===== src/rtl/srt_divide_iter.sv =====
// ---------------------------------------------------------------------------
// srt_divide_iter
//
// Purpose:
//   Iterative radix-2 SRT divider for unsigned normalised fractions 0.N / 0.D.
//   The divider retires one signed digit {-1, 0, +1} per cycle. It converts the
//   digits on the fly into the quotient, using the pair Q and QM = Q - ulp. A
//   correction cycle then fixes a negative final partial remainder.
//
// Ports:
//   clock      rising-edge clock
//   reset      asynchronous, active-high reset
//   start      request; sampled only while the FSM is in IDLE
//   N          dividend fraction 0.N
//   D          divisor fraction 0.D (MSB must be 1)
//   busy       high while a division is in flight
//   done       one-cycle pulse: quotient/remainder/err valid
//   err        operand error (D MSB clear or N >= D), valid with done
//   quotient   floor(N*2^WIDTH / D)
//   remainder  N*2^WIDTH - quotient*D, 0 <= remainder < D
//   w          current partial remainder, two's complement, format s i.f
//   q          last selected digit: 01=+1, 00=0, 11=-1 (00 outside ITER)
//   fsm_state  current FSM state (IDLE=0, ITER=1, CORR=2, FIN=3)
//
// Handshake: start is a request with no ready. It is taken only in IDLE, and
// taking it latches N and D and raises busy. While busy is high, start and
// operand changes are ignored. done pulses for one cycle with busy low, and
// the results then hold until the next accepted start. A start that is high
// during the done cycle is taken at the end of that cycle.
// ---------------------------------------------------------------------------
module srt_divide_iter #(
    parameter int WIDTH = 8
) (
    input  logic             clock,
    input  logic             reset,
    input  logic             start,
    input  logic [WIDTH-1:0] N,
    input  logic [WIDTH-1:0] D,
    output logic             busy,
    output logic             done,
    output logic             err,
    output logic [WIDTH-1:0] quotient,
    output logic [WIDTH-1:0] remainder,
    output logic [WIDTH+1:0] w,
    output logic [1:0]       q,
    output logic [1:0]       fsm_state
);

    localparam int WW = WIDTH + 2;
    localparam int CW = $clog2(WIDTH);

    typedef enum logic [1:0] {
        IDLE = 2'd0,
        ITER = 2'd1,
        CORR = 2'd2,
        FIN  = 2'd3
    } state_t;

    state_t state, state_nx;

    logic [WIDTH-1:0] d_reg;
    logic [WIDTH-1:0] q_acc;
    logic [WIDTH-1:0] qm_acc;
    logic [CW-1:0]    count;

    logic             op_bad;
    logic             last;
    logic [WW-1:0]    w2;
    logic [WW-1:0]    d_ext;
    logic signed [3:0] top;
    logic             sel_pos;
    logic             sel_neg;
    logic [WW-1:0]    w_nx;
    logic [WIDTH-1:0] corr_rem;

    assign fsm_state = state;

    assign op_bad = ~D[WIDTH-1] || (N >= D);
    assign last   = (count == CW'(WIDTH - 1));

    // |w| <= D < 1 keeps the top two bits of w equal, so the left shift
    // loses no information.
    assign w2    = {w[WW-2:0], 1'b0};
    assign d_ext = {2'b00, d_reg};

    // The top nibble of 2w is 2w truncated to quarters. With truncation
    // toward minus infinity, "t >= 2" is exactly 2w >= 1/2, and "t < -2" is
    // exactly 2w < -1/2.
    assign top     = w2[WW-1:WW-4];
    assign sel_pos = (top >= 4'sd2);
    assign sel_neg = (top < -4'sd2);

    always_comb begin
        w_nx = w2;
        if (sel_pos) begin
            w_nx = w2 - d_ext;
        end else if (sel_neg) begin
            w_nx = w2 + d_ext;
        end
    end

    // The low bits of w + D depend only on the low bits of the operands.
    assign corr_rem = w[WIDTH-1:0] + d_reg;

    always_ff @(posedge clock or posedge reset) begin
        if (reset) begin
            state <= IDLE;
        end else begin
            state <= state_nx;
        end
    end

    always_comb begin
        state_nx = state;
        case (state)
            IDLE:    if (start) state_nx = op_bad ? FIN : ITER;
            ITER:    if (last) state_nx = CORR;
            CORR:    state_nx = FIN;
            FIN:     state_nx = IDLE;
            default: state_nx = IDLE;
        endcase
    end

    always_ff @(posedge clock or posedge reset) begin
        if (reset) begin
            busy      <= 1'b0;
            done      <= 1'b0;
            err       <= 1'b0;
            quotient  <= '0;
            remainder <= '0;
            w         <= '0;
            q         <= 2'b00;
            d_reg     <= '0;
            q_acc     <= '0;
            qm_acc    <= '0;
            count     <= '0;
        end else begin
            done <= 1'b0;
            case (state)
                IDLE: begin
                    q <= 2'b00;
                    if (start) begin
                        busy      <= 1'b1;
                        err       <= op_bad;
                        quotient  <= '0;
                        remainder <= '0;
                        d_reg     <= D;
                        q_acc     <= '0;
                        qm_acc    <= '0;
                        count     <= '0;
                        if (!op_bad) begin
                            w <= {2'b00, N};
                        end
                    end
                end
                ITER: begin
                    w     <= w_nx;
                    count <= count + 1'b1;
                    if (sel_pos) begin
                        q      <= 2'b01;
                        q_acc  <= {q_acc[WIDTH-2:0], 1'b1};
                        qm_acc <= {q_acc[WIDTH-2:0], 1'b0};
                    end else if (sel_neg) begin
                        q      <= 2'b11;
                        q_acc  <= {qm_acc[WIDTH-2:0], 1'b1};
                        qm_acc <= {qm_acc[WIDTH-2:0], 1'b0};
                    end else begin
                        q      <= 2'b00;
                        q_acc  <= {q_acc[WIDTH-2:0], 1'b0};
                        qm_acc <= {qm_acc[WIDTH-2:0], 1'b1};
                    end
                end
                CORR: begin
                    q <= 2'b00;
                    if (w[WW-1]) begin
                        quotient  <= qm_acc;
                        remainder <= corr_rem;
                    end else begin
                        quotient  <= q_acc;
                        remainder <= w[WIDTH-1:0];
                    end
                end
                FIN: begin
                    q    <= 2'b00;
                    done <= 1'b1;
                    busy <= 1'b0;
                end
                default: q <= 2'b00;
            endcase
        end
    end

endmodule


===== config.mk =====
export PLATFORM = sky130hd
export DESIGN_NAME = srt_divide_iter
export DESIGN_NICKNAME = d
export VERILOG_FILES = /design/src/rtl/srt_divide_iter.sv
export SDC_FILE = /design/constraint.sdc
export NUM_CORES = 1
export LEC_CHECK = 0
export BUFFER_PORTS_ARGS = -buffer_cell sky130_fd_sc_hd__buf_2
export CAP_MARGIN = 0
export CORE_UTILIZATION = 61
export CTS_BUF_LIST = sky130_fd_sc_hd__clkbuf_8
export DETAILED_ROUTE_END_ITERATION = 8
export PLACE_DENSITY = 0.82
export SLEW_MARGIN = 20
export SYNTH_ARGS = -nofsm -noshare
export SYNTH_HDL_FRONTEND = slang
export SYNTH_SLANG_ARGS = --single-unit

===== constraint.sdc =====
create_clock -name clock -period 2.3 [get_ports clock]
set_input_delay 0 -clock clock [delete_from_list [all_inputs] [get_ports clock]]
set_output_delay 0 -clock clock [all_outputs]
set_load 0.005 [all_outputs]

==> run_results.csv, run 1 <==
group,metric,value,unit
critical_path,cp-end-kind,"flop",
clock_tree,cts_root_buffer,"clkbuf_8",
synth,synth_top_area_frac,0.3650,
synth,synth_area_leaders,"dfrtp_1 (36%), ha_1 (11%), mux2i_1 (7.3%), o21ai_0 (5.7%), nand2_1 (5.7%)",
critical_path,path_cells,"ha_1, buf_4, a21o_1, nand2_1, o211ai_1, a21o_1, nor2b_1, o41ai_2",
sta,tightest_slew,465.2,ps
sta,drv_slew,0,
sta,fin_crit,2254,ps
route,routed_wl,10320,microns
clock_tree,clock_path_buffers,2,
critical_path,cp_data_arrival_time,2470,ps
layout,n_fill_cell,483,
route,drc,8,
layout,multiInputGateArea,2400,sq um
grt,grt.total_usage,0.3119,
layout,largest_reg_flops,10,
critical_path,cp-startpoint,"w[2]",
route,wl_per_cell,17.11,microns
synth,syn_area,4114,sq um
synth,synthCells,445,
placed_design,io_buffers,51,
critical_path,slowest_stage,"dfrtp_2",
synth,syn_avg_cell_area,9.245,sq um
status,failed_checks,"DRC",
die,die_area,7076,sq um
synth,synth-edff-count,0,
route,routed_via_density,5.876,
die,die_h,84.12,microns
sta,fin_skew,7.704,ps
clock_tree,cts_tree,"yes",
critical_path,reg2reg_depth,8,
power,powerDensity,1608,nW/um^2
sta,clock.fmax,0.4436,GHz
clock_tree,clock_sinks,60,
route,vias,3543,
grt,grt_pass1_vias,3428,
power,seqPwrFrac,0.253,
power,p_leak,2.307,nW
critical_path,rrSetupSlack,50,ps
die,start_util,0.6406,
synth,yosysSeqAreaShare,0.3650,
min_path,min_path_type,"in -> reg",
layout,drive_above_1_share,0.2281,
grt,overflow,0,
die,pin_count,52,
placed_design,pre_cts_ws,-8.614,ps
grt,grt_use_met1,0.4477,
critical_path,crit_path_max_fanout,7,
sta,slew_headroom,0.6892,
grt,grt_max_degree,23,
clock_tree,htree_levels,3,
placed_design,gp_congestion,0.9311,
clock_tree,numCtsBuffers,9,
layout,nets,579,
grt,grt_first_pass_wirelength,17130,microns
critical_path,crit_top_cell,"a21o_1",
critical_path,critical-path-top-delay-family,"compound AO/OA/AOI/OAI gates",
die,rows,29,
sta,rsz0062_at_grt,"yes",
placed_design,dp_hpwl,7568,microns
power,power.switching,3.731,mW
layout,regMostFlops,"w",
synth,ys_seq_elements,60,
route,dr.pass1.iters,7,
power,p_sw_frac,0.4750,
layout,synthToLayoutAreaGrowth,18.70,%
grt,grt_use_met3,0.04946,
sta,setup_viol_count_final,0,
job,maxCapViolations,0,
die,core,6422,sq um
layout,regArea,1508,sq um
critical_path,timing.rr.start,"w[2]",
critical_path,startpoint_type,"flop",
synth,synth_area_leader_cell,"dfrtp_1",
layout,num_antenna_cells,0,
critical_path,criticalPathCategory,"reg -> reg",
critical_path,required,2520,ps
power,p_clk_frac,0.123,
critical_path,timing.rr.end,"w[9]",
route,ant_nets,0,
route,drtIter0Drc,292,
critical_path,slowest_delay,470,ps
synth,ys.flop_type,"dfrtp_1",
status,outcome,"complete, but fails checks",
clock_tree,clock_latency,340,ps
synth,yosys_warnings,0,
critical_path,cp-endpoint,"w[9]",
layout,layout_common_cells,"nand2_1 (62), dfrtp_1 (55), buf_2 (51)",
grt,top_usage_layer,"met2",
die,die_x,84.12,microns
synth,async_flop_share,1.000,
layout,final_common_cell,"nand2_1",
sta,final_hold_viol_count,0,
critical_path,cp.depth,8,
critical_path,crit_buf_inv,1,
synth,ys_types,64,
grt,antenna_found_initial,0,
sta,period_share,0.9800,
power,ir_worst_vdd,953.7,uV
power,p_int,4.123,mW
synth,synth_fp_nets,503,
sta,fin_ws,45.95,ps
power,p_comb_frac,0.623,
grt,grt_use_met2,0.4829,
clock_tree,cts.clk_slew.worst_paths,70,ps
sta,fin_tns_setup,0,ps
logic make-up after synthesis:
kind of cell / synth area share
compound gates: 0.2126
simple gates: 0.1390
flops: 0.3650
buf+inv: 0.05961
fa+ha+maj: 0.1241
mux: 0.07847
xor+xnor: 0.02129
layer usage:
metal	up-vias	wire, microns	share of wire
met5	-	0	0
met4	0	156	0.015
met3	14	632	0.061
met2	129	4733	0.46
met1	1680	4795	0.46
li1	1720	-	-
synthesized netlist by cell type, types with 4 or more instances:
library cell / count
o21ai_0: 47
inv_1: 31
xnor2_1: 7
dfrtp_1: 60
o31ai_1: 4
nor2_1: 19
buf_2: 10
clkbuf_1: 6
a21o_1: 4
a31oi_1: 4
nor3_1: 7
o21a_1: 4
o211ai_1: 5
a21oi_1: 14
nand2_1: 62
nand2b_1: 6
nor2b_1: 7
nand3_1: 6
ha_1: 36
o21ai_1: 8
buf_4: 4
mux2i_1: 30
timing repair:
action                     in CTS  in global routing
gates cloned                    0                  0
hold buffers                   12                  0
resized for setup               2                  8
buffers inserted                0                  2
setup endpoints to repair       2                  3
hold endpoints to repair       31                  0
worst reg2reg max path, cell delays in order, from the launching register on:
cell	delay, ps
dfrtp_2	470
ha_1	380
buf_4	180
a21o_1	150
nand2_1	70
o211ai_1	140
a21o_1	250
nor2b_1	150
o41ai_2	340
power by group through the flow:
| stage | registers [mW] | logic, mW | clock network [mW] |
|---|---|---|---|
| 4_1_cts | 1.98 | 4.73 | 0.992 |
| 3_3_place_gp | 1.97 | 4.58 | 0 |
| 3_5_place_dp | 2.00 | 4.67 | 0 |
| 5_1_grt | 2.05 | 5.39 | 1.03 |
| 6_report | 1.99 | 4.90 | 0.967 |
| 2_1_floorplan | 1.89 | 3.43 | 0 |
how the worst min path moves through the flow:
stage | endpoint | depth (start not counted) | slack [ps] | from
after detailed placement | qm_acc[5] | 2 | 20 | reset
final | w[5] | 3 | 30 | N[5]
after floorplan | d_reg[0] | 1 | 150 | D[0]
after CTS | w[5] | 3 | 20 | N[5]
after global placement | qm_acc[5] | 2 | 20 | reset
after global routing | w[5] | 3 | 50 | N[5]
per-stage QoR:
step                        util  cell area, sq um  hold WS [ps]  power, mW  std cells
final                     0.7604              4883         34.20      7.853        603
after global routing      0.7604              4883         49.04      8.474        603
after CTS                 0.7528              4835         16.49      7.699        601
after detailed placement  0.7021              4509         24.20      6.662        573
after global placement    0.7021              4509         24.37      6.547        573
after floorplan                -              4114         150.6      5.319        445
final cells by class:
class | count | area share
clock buffers | 9 | 0.02537
well taps | 77 | 0.01973
inverters | 31 | 0.02383
clock inverters | 7 | 0.01563
flip-flops and latches | 60 | 0.3087
multi-input cells | 331 | 0.4914
repair buffers | 88 | 0.1153
No activity file was read; power rests on OpenSTA's default activity.
==> run 2: changes to the inputs <==
CORE_MARGIN = 2   (was default)
CORE_UTILIZATION = 65   (was 61)
PLACE_DENSITY = 0.87   (was 0.82)
clock period = 2.75 ns   (was 2.3 ns; I/O delays follow)
==> run 2 against run 1 <==
The flow now finishes without violations; count of clock-buffer cells in the layout is 2 higher; sequential power is 12% lower; die area is 1.3% lower; highest routed layer unchanged.
==> run_results.csv, run 2 (synthesis gave the netlist of run 1 again) <==
group,metric,value,unit
status,outcome,"complete, no violations",
clock_tree,numCtsBuffers,9,
die,die_x,83.56,microns
sta,drv_slew,0,
power,p_leak,2.253,nW
layout,num_antenna_cells,0,
die,rows,28,
critical_path,cp_data_arrival_time,2520,ps
sta,fin_crit,2322,ps
layout,final_util,0.7899,
critical_path,crit_buf_inv,1,
layout,regMostFlops,"w",
critical_path,required,2950,ps
power,seqPwrFrac,0.277,
layout,synthToLayoutAreaGrowth,15.69,%
die,core,6026,sq um
die,die_area,6981,sq um
sta,hold_slack,63.15,ps
critical_path,timing.rr.start,"w[0]",
route,wl_per_cell,17.35,microns
sta,tightest_slew,1080,ps
critical_path,slowest_stage,"dfrtp_1",
route,routed_wl,10220,microns
sta,period_share,0.8444,
layout,layout_common_cells,"nand2_1 (62), dfrtp_1 (60), buf_2 (51)",
power,p_comb_frac,0.596,
clock_tree,clock_path_buffers,2,
die,pin_count,52,
clock_tree,cts.clk_slew.worst_paths,60,ps
critical_path,criticalPathCategory,"reg -> reg",
min_path,min_path_type,"in -> reg",
sta,clock.fmax,0.4307,GHz
clock_tree,htree_levels,3,
layout,drive_above_1_share,0.1868,
placed_design,dp_hpwl,7216,microns
min_path,hold_start,"N[6]",
layout,nets,567,
power,ir_worst_vdd,846.5,uV
route,ant_nets,0,
sta,fin_tns_setup,0,ps
grt,grt_pass1_vias,3540,
grt,grt.total_usage,0.3082,
job,maxCapViolations,0,
route,drtIter0Drc,301,
power,power.switching,3.000,mW
sta,setup_viol_count_final,0,
layout,fin_area,4760,sq um
clock_tree,clock_latency,340,ps
sta,rsz0062_at_grt,"no",
clock_tree,cts.repair.resized,0,
sta,slew_headroom,0.2798,
layout,final_common_cell,"nand2_1",
power,p_int,3.323,mW
clock_tree,cts_root_buffer,"clkbuf_8",
placed_design,gp_congestion,0.9705,
critical_path,slowest_delay,500,ps
die,die_h,83.56,microns
critical_path,critical-path-top-delay-family,"compound AO/OA/AOI/OAI gates",
sta,final_hold_viol_count,0,
placed_design,placed_cell_area,4417,sq um
die,start_util,0.6827,
placed_design,io_buffers,51,
power,p_clk_frac,0.127,
route,drc,0,
power,power.total,6.323,mW
grt,grt_max_degree,36,
grt,grt_first_pass_wirelength,17370,microns
power,powerDensity,1329,nW/um^2
route,routed_via_density,6.071,
critical_path,startpoint_type,"flop",
layout,largest_reg_flops,10,
sta,fin_skew,8.489,ps
critical_path,cp-startpoint,"w[0]",
critical_path,cp-end-kind,"flop",
route,dr.pass1.iters,6,
clock_tree,clock_sinks,60,
critical_path,crit_path_max_fanout,8,
route,vias,3576,
clock_tree,cts_tree,"yes",
grt,overflow,0,
power,p_sw_frac,0.4745,
critical_path,path_cells,"ha_1, inv_1, fa_1, o21bai_2, a2111oi_4, xnor2_1, a21oi_2, a2111oi_2, o31ai_2",
grt,antenna_found_initial,0,
-- run 2: changes by cell type in the layout (fill, tap and decap cells not counted), moves of 2 or more --
cell           change
dlygate4sd3_1      +2
buf_4             -14
clkinv_4           -2
dfrtp_2            -5
clkbuf_8           +2
dfrtp_1            +5
-- run 2: power groups by stage --
stage | Combinational, mW | Sequential, mW | Clock [mW]
2_1_floorplan | 2.87 | 1.58 | 0
3_3_place_gp | 3.60 | 1.73 | 0
3_5_place_dp | 3.67 | 1.75 | 0
4_1_cts | 3.71 | 1.74 | 0.807
5_1_grt | 4.17 | 1.81 | 0.848
6_report | 3.77 | 1.75 | 0.805
-- run 2: what timing repair did --
item,4_1_cts,5_1_grt
hold buffers,14,0
endpoints found under the setup margin,0,0
hold endpoints to repair,46,0
buffers inserted,0,0
-- run 2: per-layer routing --
layer  part of all wire  GRT usage  routed length [microns]
met1               0.45     0.4299                     4574
met2               0.48     0.5029                     4877
met3              0.060    0.04847                      612
met4              0.015    0.08651                      157
met5                  0          0                        0
-- run 2: tightest hold or removal path: cells and delay by family --
family,cells,cell delay [ps]
AND/OR/NAND/NOR,1,140
buffers and inverters,1,90
AO/OA/AOI/OAI,1,60
multiplexers,1,80
-- run 2: final timing paths --
path	to	slack, ps	cells past startpoint
max in group asynchronous	d_reg[0]	1630	4
setup / recovery	w[7]	430	9
min in group asynchronous	quotient[4]	340	3
hold / removal	w[6]	60	4
hold reg to reg	remainder[1]	470	2
setup reg to reg	w[7]	430	9
-- run 2: stage by stage --
step	cells	worst slack (ps)
2_1_floorplan	445	606.3
3_3_place_gp	559	509.4
3_5_place_dp	559	438.5
4_1_cts	589	432.0
5_1_grt	589	306.2
6_report	589	428.0
-- run 2: area by class of cell --
class	count	area (sq um)
clock buffers	11	151.4
clock inverters	5	51.30
fillers	419	1266
inverters	31	116.4
multi-input cells	331	2367
flip-flops and latches	60	1501
well taps	75	93.84
repair buffers	76	478.0
==> run 3: changes to the inputs <==
CORE_UTILIZATION = 61   (was 65)
PLACE_DENSITY = 0.82   (was 0.87)
clock period = 2.4 ns   (was 2.75 ns; I/O delays follow)
==> run 3 against run 2 <==
Combinational power rose by 18%; via count is 0.62% lower; count of clock-buffer cells in the layout down 2; fmax is 3.7% higher; non-clock buffer count grew 7; sequential share of layout area is 0.37 points lower; wire length is 2.0% lower; critical path depth did not move; setup slack worse by 270 ps; die area rose by 6.2%; sequential cell count is the same; total power up 15%.
==> run_results.csv, run 3 (synthesis gave the netlist of run 1 again) <==
group,metric,value,unit
placed_design,gp_congestion,0.9233,
sta,fin_crit,2239,ps
layout,nets,574,
sta,slew_headroom,0.5427,
power,powerDensity,1514,nW/um^2
placed_design,placed_cell_area,4472,sq um
clock_tree,clock_path_buffers,2,
layout,regMostFlops,"w",
power,p_sw_frac,0.4731,
grt,grt_pass1_vias,3457,
route,wl_per_cell,16.76,microns
sta,period_share,0.9327,
power,p_comb_frac,0.608,
layout,num_antenna_cells,0,
clock_tree,clock_latency,340,ps
power,seqPwrFrac,0.266,
critical_path,cp-end-kind,"flop",
route,drtIter0Drc,257,
layout,drive_above_1_share,0.2054,
power,p_clk_frac,0.126,
layout,largest_reg_flops,10,
sta,tightest_slew,685.9,ps
sta,drv_slew,0,
clock_tree,clock_sinks,60,
clock_tree,cts_root_buffer,"clkbuf_8",
critical_path,crit_path_max_fanout,8,
sta,rsz0062_at_grt,"no",
grt,grt.total_usage,0.2899,
die,rows,29,
die,core,6422,sq um
grt,overflow,0,
placed_design,dp_hpwl,7388,microns
power,p_int,3.845,mW
critical_path,criticalPathCategory,"reg -> reg",
sta,fin_skew,9.437,ps
critical_path,cp_data_arrival_time,2440,ps
min_path,min_path_type,"in -> reg",
layout,layout_common_cells,"nand2_1 (62), dfrtp_1 (59), buf_2 (51)",
job,maxCapViolations,0,
clock_tree,htree_levels,3,
layout,fin_area,4820,sq um
power,power.switching,3.453,mW
grt,grt_first_pass_wirelength,16690,microns
sta,fin_tns_setup,0,ps
clock_tree,post_cts_buffers,0,
grt,antenna_found_initial,0,
route,routed_via_density,5.943,
clock_tree,numCtsBuffers,9,
route,ant_nets,0,
critical_path,required,2600,ps
sta,final_hold_viol_count,0,
clock_tree,cts.clk_slew.worst_paths,70,ps
critical_path,startpoint_type,"flop",
die,pin_count,52,
sta,clock.fmax,0.4467,GHz
layout,final_common_cell,"nand2_1",
route,routed_wl,10020,microns
route,dr.pass1.iters,5,
grt,grt_max_degree,26,
die,die_h,86.12,microns
placed_design,io_buffers,51,
power,ir_worst_vdd,877.1,uV
sta,setup_viol_count_final,0,
die,die_x,86.12,microns
route,drc,0,
die,start_util,0.6406,
power,p_leak,2.281,nW
clock_tree,cts_tree,"yes",
status,outcome,"complete, no violations",
die,die_area,7417,sq um
route,vias,3554,
layout,synthToLayoutAreaGrowth,17.15,%
==> run 3: cell count changes in the layout (fill, tap and decap cells not counted) <==
cell,change
buf_4,+7
clkbuf_8,-2
inv_6,+2
a221oi_1,-1
a221oi_2,+1
clkinv_4,+1
dfrtp_1,-1
dfrtp_2,+1
ha_1,-1
ha_2,+1
inv_1,-1
==> run 3: critical path, stage by stage, from the launching register on <==
cell and delay (ps):
dfrtp_2 470, ha_1 240, inv_1 70, fa_1 220
o21bai_2 100, a2111oi_4 350, xnor2_1 180, a21oi_2 80
a2111oi_2 310, o31ai_2 80
==> run 3: final timing paths <==
check                            startpoint          end  slack, ps  cells past startpoint
worst max-delay path                   w[0]         w[7]        160                      9
worst min-delay path                   N[7]         w[7]         50                      3
worst max register to register         w[0]         w[7]        160                      9
worst min register to register  quotient[5]  quotient[5]        470                      2
max in group asynchronous             reset         w[0]       1460                      4
min in group asynchronous             reset    qm_acc[5]        240                      3
==> run 3: layout make-up <==
class	count	area (sq um)
fill	472	1603
sequential	60	1503
clock buffer	9	123.9
inverter	31	116.4
tap	77	96.34
timing repair buffer	83	530.5
clock inverter	7	73.82
multi-input combinational	331	2376
==> run 3: power groups by stage <==
stage	sequential, mW	clock, mW	combinational [mW]
5_1_grt	2.01	0.974	4.92
3_5_place_dp	1.95	0	4.32
4_1_cts	1.93	0.941	4.36
3_3_place_gp	1.91	0	4.26
6_report	1.94	0.919	4.44
2_1_floorplan	1.81	0	3.28
==> run 3: stage by stage <==
step	util	worst slack, ps	total power, mW	hold slack (ps)	instances
2_1_floorplan	-	256.3	5.097	150.6	445
3_3_place_gp	0.6963	162.3	6.162	61.01	568
3_5_place_dp	0.6963	106.9	6.265	65.28	568
4_1_cts	0.7489	93.44	7.229	25.95	598
5_1_grt	0.7504	9.224	7.905	68.31	598
6_report	0.7504	161.5	7.298	48.10	598
==> run 3: metal layers <==
layer / part of all wire / GRT usage / wire length, microns / up-vias
met3: 0.057 / 0.04909 / 568 / 21
met4: 0.019 / 0.1198 / 187 / 0
met2: 0.46 / 0.4588 / 4646 / 127
met1: 0.46 / 0.3953 / 4618 / 1682
li1: - / - / - / 1724
met5: 0 / 0 / 0 / -
==> run 3: repair_timing <==
action                                  in CTS  in global routing
hold endpoints to repair                    36                  0
gates resized for setup                      0                  3
endpoints found under the setup margin       0                  2
hold buffers                                14                  0
